$ cat src/rtl/spi_pkg.sv
// rtl/spi_pkg.sv - shared SPI mode and sizing constants for the SPI master/slave pair
//
// Purpose: single source of truth for the link's clock mode and default sizing.
//   SPI_CPOL / SPI_CPHA : SCL idles low, data sampled on the falling SCL edge
//   SPI_DATA_W          : default word width in bits
//   SPI_SYNC_STAGES     : default synchronizer depth for the SPI pins
package spi_pkg;

  localparam int SPI_CPOL        = 0;
  localparam int SPI_CPHA        = 1;
  localparam int SPI_DATA_W      = 8;
  localparam int SPI_SYNC_STAGES = 2;

endpackage

$ cat src/rtl/spi_sync.sv
// rtl/spi_sync.sv - multi-stage synchronizer with edge detection
//
// Purpose: brings an asynchronous pin into the clk domain and flags its edges.
// Ports:
//   clk    : system clock
//   rst    : synchronous active-low reset, presets every flop to RST_VAL
//   d_i    : asynchronous input pin
//   q_o    : synchronized level
//   rise_o : synchronized level went 0 -> 1 this cycle
//   fall_o : synchronized level went 1 -> 0 this cycle
module spi_sync #(
  parameter int   STAGES  = 2,
  parameter logic RST_VAL = 1'b0
) (
  input  logic clk,
  input  logic rst,
  input  logic d_i,
  output logic q_o,
  output logic rise_o,
  output logic fall_o
);

  logic [STAGES-1:0] sync_q;
  logic              prev_q;

  // prev_q is preset to the same idle level as the chain so that no edge can
  // be reported in the first cycle after reset release.
  always_ff @(posedge clk) begin
    if (!rst) begin
      sync_q <= {STAGES{RST_VAL}};
      prev_q <= RST_VAL;
    end else begin
      sync_q <= {sync_q[STAGES-2:0], d_i};
      prev_q <= sync_q[STAGES-1];
    end
  end

  assign q_o    = sync_q[STAGES-1];
  assign rise_o = q_o & ~prev_q;
  assign fall_o = ~q_o & prev_q;

endmodule

$ cat src/rtl/spi_slave_rx.sv
// rtl/spi_slave_rx.sv - SPI slave receiver (CPOL 0, CPHA 1, MSB first)
//
// Purpose: oversamples SCL/SS/MOSI on clk, assembles DATA_W-bit words and hands
// them downstream through a single holding register with valid/ready.
// Ports:
//   clk, rst          : system clock, synchronous active-low reset
//   SCL, SS, MOSI     : asynchronous SPI pins from the master
//   rx_data, rx_valid : holding register contents and occupancy
//   rx_ready          : downstream consumes rx_data when rx_valid && rx_ready
//   err_clr           : clears the sticky overrun / frame_err flags
//   overrun           : a word completed while the holding register was full
//   frame_err         : SS deasserted part-way through a word
//   busy              : synchronized SS is low
module spi_slave_rx
  import spi_pkg::*;
#(
  parameter int DATA_W      = SPI_DATA_W,
  parameter int SYNC_STAGES = SPI_SYNC_STAGES
) (
  input  logic              clk,
  input  logic              rst,
  input  logic              SCL,
  input  logic              SS,
  input  logic              MOSI,
  output logic [DATA_W-1:0] rx_data,
  output logic              rx_valid,
  input  logic              rx_ready,
  input  logic              err_clr,
  output logic              overrun,
  output logic              frame_err,
  output logic              busy
);

  localparam int              CNT_W    = $clog2(DATA_W);
  localparam logic [CNT_W-1:0] LAST_BIT = CNT_W'(DATA_W - 1);

  logic scl_s, scl_rise, scl_fall;
  logic ss_s, ss_rise, ss_fall;
  logic mosi_s, mosi_rise, mosi_fall;

  spi_sync #(.STAGES(SYNC_STAGES), .RST_VAL(1'b0)) u_sync_scl (
    .clk(clk), .rst(rst), .d_i(SCL), .q_o(scl_s), .rise_o(scl_rise), .fall_o(scl_fall)
  );

  spi_sync #(.STAGES(SYNC_STAGES), .RST_VAL(1'b1)) u_sync_ss (
    .clk(clk), .rst(rst), .d_i(SS), .q_o(ss_s), .rise_o(ss_rise), .fall_o(ss_fall)
  );

  spi_sync #(.STAGES(SYNC_STAGES), .RST_VAL(1'b0)) u_sync_mosi (
    .clk(clk), .rst(rst), .d_i(MOSI), .q_o(mosi_s), .rise_o(mosi_rise), .fall_o(mosi_fall)
  );

  // Rising SCL, falling SS and MOSI edges carry no meaning in this mode.
  logic unused_edges;
  assign unused_edges = ^{scl_s, scl_rise, ss_fall, mosi_rise, mosi_fall};

  logic [DATA_W-1:0] shift_q, shift_d;
  logic [CNT_W-1:0]  bit_cnt_q, bit_cnt_d;
  logic [DATA_W-1:0] rx_data_q, rx_data_d;
  logic              rx_valid_q, rx_valid_d;
  logic              overrun_q, overrun_d;
  logic              frame_err_q, frame_err_d;

  logic              sample;
  logic              complete;
  logic [DATA_W-1:0] word;

  assign sample   = scl_fall && !ss_s;
  assign complete = sample && (bit_cnt_q == LAST_BIT);
  assign word     = {shift_q[DATA_W-2:0], mosi_s};

  always_comb begin
    shift_d     = shift_q;
    bit_cnt_d   = bit_cnt_q;
    rx_data_d   = rx_data_q;
    rx_valid_d  = rx_valid_q;
    overrun_d   = overrun_q;
    frame_err_d = frame_err_q;

    if (err_clr) begin
      overrun_d   = 1'b0;
      frame_err_d = 1'b0;
    end

    // Deselected: counter parked at zero, shifter frozen. A deselect that
    // lands mid-word is a framing error; the partial bits are simply left to
    // be shifted out by the next full word.
    if (ss_s) begin
      bit_cnt_d = '0;
      if (ss_rise && (bit_cnt_q != '0)) begin
        frame_err_d = 1'b1;
      end
    end else if (sample) begin
      shift_d   = word;
      bit_cnt_d = complete ? '0 : bit_cnt_q + 1'b1;
    end

    if (complete) begin
      if (!rx_valid_q || rx_ready) begin
        rx_data_d  = word;
        rx_valid_d = 1'b1;
      end else begin
        overrun_d = 1'b1;
      end
    end else if (rx_valid_q && rx_ready) begin
      rx_valid_d = 1'b0;
    end
  end

  always_ff @(posedge clk) begin
    if (!rst) begin
      shift_q     <= '0;
      bit_cnt_q   <= '0;
      rx_data_q   <= '0;
      rx_valid_q  <= 1'b0;
      overrun_q   <= 1'b0;
      frame_err_q <= 1'b0;
    end else begin
      shift_q     <= shift_d;
      bit_cnt_q   <= bit_cnt_d;
      rx_data_q   <= rx_data_d;
      rx_valid_q  <= rx_valid_d;
      overrun_q   <= overrun_d;
      frame_err_q <= frame_err_d;
    end
  end

  assign rx_data   = rx_data_q;
  assign rx_valid  = rx_valid_q;
  assign overrun   = overrun_q;
  assign frame_err = frame_err_q;
  assign busy      = ~ss_s;

endmodule
$ cat config.mk
export PLATFORM = sky130hd
export DESIGN_NAME = spi_slave_rx
export DESIGN_NICKNAME = d
export VERILOG_FILES = /design/src/rtl/spi_pkg.sv /design/src/rtl/spi_sync.sv /design/src/rtl/spi_slave_rx.sv
export SDC_FILE = /design/constraint.sdc
export NUM_CORES = 1
export LEC_CHECK = 0
export ABC_AREA = 1
export BUFFER_PORTS_ARGS = -buffer_cell sky130_fd_sc_hd__buf_2
export CORE_MARGIN = 2
export CORE_UTILIZATION = 53
export CTS_BUF_LIST = sky130_fd_sc_hd__clkbuf_16
export DETAILED_ROUTE_END_ITERATION = 8
export GPL_TIMING_DRIVEN = 0
export PLACE_DENSITY = 0.84
export SYNTH_ARGS = -nofsm -noshare
export SYNTH_HDL_FRONTEND = slang
export SYNTH_SLANG_ARGS = --single-unit
export TNS_END_PERCENT = 1
$ cat constraint.sdc
create_clock -name clk -period 1.3 [get_ports clk]
set_input_delay 0.065 -clock clk [delete_from_list [all_inputs] [get_ports clk]]
set_output_delay 0.065 -clock clk [all_outputs]
set_load 0.01 [all_outputs]
# [Yosys cells after proc, flatten, opt, wreduce, memory -nomap -nowiden]
# Index checks and enable logic that the tools add are counted.
[totals] regBits=29 elab_cells=43
[classes] n_addsub=1 n_eq_ne=2 mux=10 bitwise_logic=6 reduce_logical=13
[op_table] op="1-bit 2-to-1 mux" n=9
[op_table] op="2-bit AND reduction" n=3
[op_table] op="1-bit logical AND" n=4
[op_table] op="1-bit inverter" n=4
[op_table] op="3-bit by 1-bit adder with 3-bit output (second input constant)" n=1
[op_table] op="3-bit == test (second input constant)" n=1
[op_table] op="3-bit 2-to-1 mux" n=1
[op_table] op="3-bit nonzero test" n=1
[op_table] op="1-bit bitwise AND" n=2
[op_table] op="1-bit logical NOT" n=2
[op_table] op="2-bit by 1-bit inequality test with 1-bit output (second input constant)" n=1
[op_table] op="2-bit nonzero test" n=1
[op_table] op="2-bit OR reduction" n=1
[op_table] op="1-bit logical OR" n=1

# [Depth between registers and ports, before layout]
[depth] word_depth=6 ltp_mapped=7

# [Hierarchy]
# From an unflattened synthesis, not the netlist that was laid out.
[unflattened] hier_cells=152 area_unflattened_um2=1196.1
[modules_own_cells] module="spi_slave_rx" n_inst=1 cells_each=114 area_each_um2=902.1 seq_area_each_um2=420.4
[modules_own_cells] module="spi_sync at u_sync_mosi ..." n_inst=2 cells_each=13 area_each_um2=100.1 seq_area_each_um2=60.1
[modules_own_cells] module="spi_sync at u_sync_ss" n_inst=1 cells_each=12 area_each_um2=93.8 seq_area_each_um2=60.1

# [Least setup slack after synthesis]
# Ideal clock, no wire load.
[synth_timing] kind="register to register" from="reg bit_cnt_q[0]" to="reg bit_cnt_q[0]" setup_time_ps=70 arrival_time_ps=1081 required_ps=1230 slack_ps=150 path_stages_with_launch=7 n_path_buf=1 synth_period_minus_slack_ps=1150 cell_sequence="dfxtp_1 > ha_1 > ha_1 > buf_2 > inv_1 > nand3_1 > a21oi_1"
[synth_between] elab_chain_cells=3
[synth_rtl] item="from (decl)" line_no="spi_slave_rx.sv:58" text="logic [CNT_W-1:0] bit_cnt_q, bit_cnt_d;"
[synth_rtl] item="from (signal assigned)" line_no="spi_slave_rx.sv:120" text="bit_cnt_q <= bit_cnt_d;"
[synth_rtl] item="branches (longest 2 deep; another with 3-bit by 1-bit adder with 3-bit output)"
[synth_rtl] item="3-bit 2-to-1 mux *" line_no="spi_slave_rx.sv:95" text="bit_cnt_d = complete ? '0 : bit_cnt_q + 1'b1;"
# Mark *: on every way between the ends.
# A chain may end at the register's enable or synchronous reset.

# [Worst setup path in the final report]
[layout_timing] from="reg bit_cnt_q[1]" to="reg rx_valid_q (netlist: rx_valid)"
[layout_between] elab_chain_cells=4
[layout_rtl] item="3-bit == test *" line_no="spi_slave_rx.sv:69" text="assign complete = sample && (bit_cnt_q == LAST_BIT);"
[layout_rtl] item="1-bit logical AND *" line_no="spi_slave_rx.sv:69"
[layout_rtl] item="2-bit by 1-bit inequality test with 1-bit output (no source line) / 2-bit nonzero test (equally long branches)"
[layout_rtl] item="2-bit AND reduction (no source line)"
[layout_rtl] item="to (signal assigned)" line_no="spi_slave_rx.sv:122" text="rx_valid_q <= rx_valid_d;"
[layout_rtl] item="to (decl)" line_no="spi_slave_rx.sv:60" text="logic rx_valid_q, rx_valid_d;"
# Every way passes the cells marked *; elsewhere a longest branch is shown, timed or not.

==> reports/metrics.cfg <==
[run_status]
outcome=finished, final reports clean

[timing]
relSlewSlack_pct=70.9
post-route-period-util_pct=99.9
hold_violations=0
slew_violations=0
tns_ns=0
rsz0062_at_grt=true
finClkSkew_ns=0.00399
worstMarginPinSlew_ns=0.436
setup_ws_ns=0.00181
fmax_ghz=0.770
final-setup-viol-count=0
whs_ns=0.0658
period_minus_slack_ns=1.30

[synthesis]
mappedNetlistArea_um2=1100
synth_cells=137
synth_compound_area_share_pct=9.53
synth_top_family_by_area=simple AND/OR/NAND/NOR gates
synth.area.mux_share_pct=0
synth_cell_types=19
ys_warn_count=0
synthAdderAreaFrac_pct=3.41
syn_nets=147
synth-seq-area-share_pct=52.7
synth_edf_count=0
yosys_most_used_dff=dfxtp_1
async_reset_ff_share_pct=0
synth_xor_area_share_pct=0
synthSimpleGateAreaFrac_pct=23.7
syn_area_per_cell_um2=8.05
synth_seq_cells=29

[routing]
drt_iter0_markers=46
highest_layer=met4
ant_nets=0
wl_per_cell_um=13.4
met3WireLength_um=138
dr.pass1.iters=5
wl_met2_um=1380
drc=0
drt_wl_total_um=2590
met1Wirelength_um=983
via_per_inst=5.15
vias=1000

[global_route]
grt_pass1_vias=953
grt_max_degree=11
grt.total_usage_pct=22.4
overflow=0
grt_pass1_wl_um=4020
antenna_found_initial=0

[critical_path]
cp.buffers_inverters=2
max_stage_delay_ns=0.36
crit_type=register to register
worstPathArrival_ns=1.50
cp-start-kind=register
slowest_stage=dfxtp_4
endpoint_kind=register
worstPathCellList=ha_4, ha_4, nand4_1, buf_4, buf_4, a21oi_2
critical_path_required_ns=1.50
worstPathMaxFanout=3
path_delay_family=flip-flops

[die]
rows=16
coreArea_um2=1960
initial_core_util_pct=56.2
fp.dieW_um=49.6
design.portCount=19
dieHeight_um=49.6
dieArea_um2=2460

[pwr]
cellPowerDensity_nw_per_um2=1380
p_leak_nw=0.658
max-vdd-ir-drop_mv=1.32

[clock_tree]
clockBufferDepth=2
cts_tree=yes
cts_root_buf=clkbuf_16
clock_latency_ns=0.27
cts_inserted_buffers=5
clk_pin_slew_ns=0.05
htreeDepth=2
cts_sinks=29

[placed_design]
io_buffers=18
gp_congestion=0.747
dp_hpwl_um=1450
placed_area_um2=1230
dp.cells=182
dp_slack_ns=0.00552

[layout]
layout-drive-gt1-share_pct=27.5
final_common_cell=dfxtp_1
nFillCells=141
instances_no_fill=194
nets=177
syn2layout_area_growth_pct=31.3
diodes=0
final_cell_area_um2=1450
layout_common_cells=27 x dfxtp_1, 21 x inv_1, 20 x nand2_1

[hold_path]
min_path_type=input pin to register

[flow_run]
drv_cap=0

## registers in the layout, indices dropped and copies added, names as in the netlist
signal and flops:
u_sync_mosi.sync_q 2, bit_cnt_q 3, u_sync_scl.sync_q 2, overrun 1, rx_data 8, rx_valid 1
frame_err 1, shift_q 7, u_sync_scl.prev_q 1, u_sync_ss.prev_q 1, u_sync_ss.sync_q 2
## cell type report
cell class	count	area, um2	area share, %
multi-input combinational	80	443	30.6
clock inverter	2	7.51	0.519
inverter	23	86.3	5.96
buffer	5	31.3	2.16
clock buffer	5	125	8.64
sequential	29	586	40.4
tap	27	33.8	2.33
timing repair buffer	23	135	9.33
## cells in the mapped netlist (2+ instances only)
cell / n / share of area [%]
nor2_1: 17 / 5.8
clkbuf_1: 2 / 0.68
inv_2: 2 / 0.68
nand2_1: 20 / 6.8
nand4_1: 9 / 5.1
or2_2: 2 / 1.1
dfxtp_1: 29 / 53
nand3_1: 4 / 1.8
inv_1: 21 / 7.2
a21oi_1: 13 / 5.9
o21ai_0: 8 / 3.6
ha_1: 3 / 3.4
## metal layers
metal	global-route usage, %	vias to the layer above
met3	6.36	13
met4	15.3	0
li1	-	489
met1	22.4	456
met2	39.6	42
met5	0	-
## report_power, final
part | leakage, nW | switching [W] | internal [W]
combinational | 0.353 | 0.0000365 | 0.0000265
clock | 0.0685 | 0.000344 | 0.000679
sequential | 0.236 | 0.00000574 | 0.000902
## kinds of logic after synthesis
logic type | after synthesis
AND/OR/NAND/NOR | 56
flip-flops | 29
adder cells (fa/ha/maj) | 3
buffers and inverters | 28
AO/OA/AOI/OAI | 21
## worst register-to-register path: cells and delay by family, from the launching register on
kind,cells,cell delay (ns)
AO/OA/AOI/OAI,1,0.12
adder cells (fa/ha/maj),2,0.27
buffers and inverters,2,0.32
flip-flops,1,0.36
AND/OR/NAND/NOR,1,0.17
## worst paths after layout
path	from	depth (start not counted)	endpoint	slack (ns)
worst max-delay path	bit_cnt_q[1]$_SDFFE_PP0P_	6	rx_valid$_SDFFE_PN0P_	0.002
worst min-delay path	err_clr	4	frame_err$_SDFF_PN0_	0.07
worst max register to register	bit_cnt_q[1]$_SDFFE_PP0P_	6	rx_valid$_SDFFE_PN0P_	0.002
worst min register to register	u_sync_mosi.sync_q[0]$_SDFF_PN0_	2	u_sync_mosi.sync_q[1]$_SDFF_PN0_	0.41
## repair_timing
item,4_1_cts,5_1_grt
endpoints found under the setup margin,8,10
resized for setup,9,4
gates cloned,0,0
hold endpoints to repair,3,0
hold buffers,3,0
pin swaps,8,5
buffers inserted,1,1
## metrics by stage
stage / utilization [%] / total power, W
2_1_floorplan: - / 0.000959
5_1_grt: 73.8 / 0.00205
6_report: 73.8 / 0.00199
3_5_place_dp: 62.5 / 0.000979
3_3_place_gp: 62.5 / 0.000976
4_1_cts: 73.0 / 0.00200
Power figures use the tool's default switching activity.
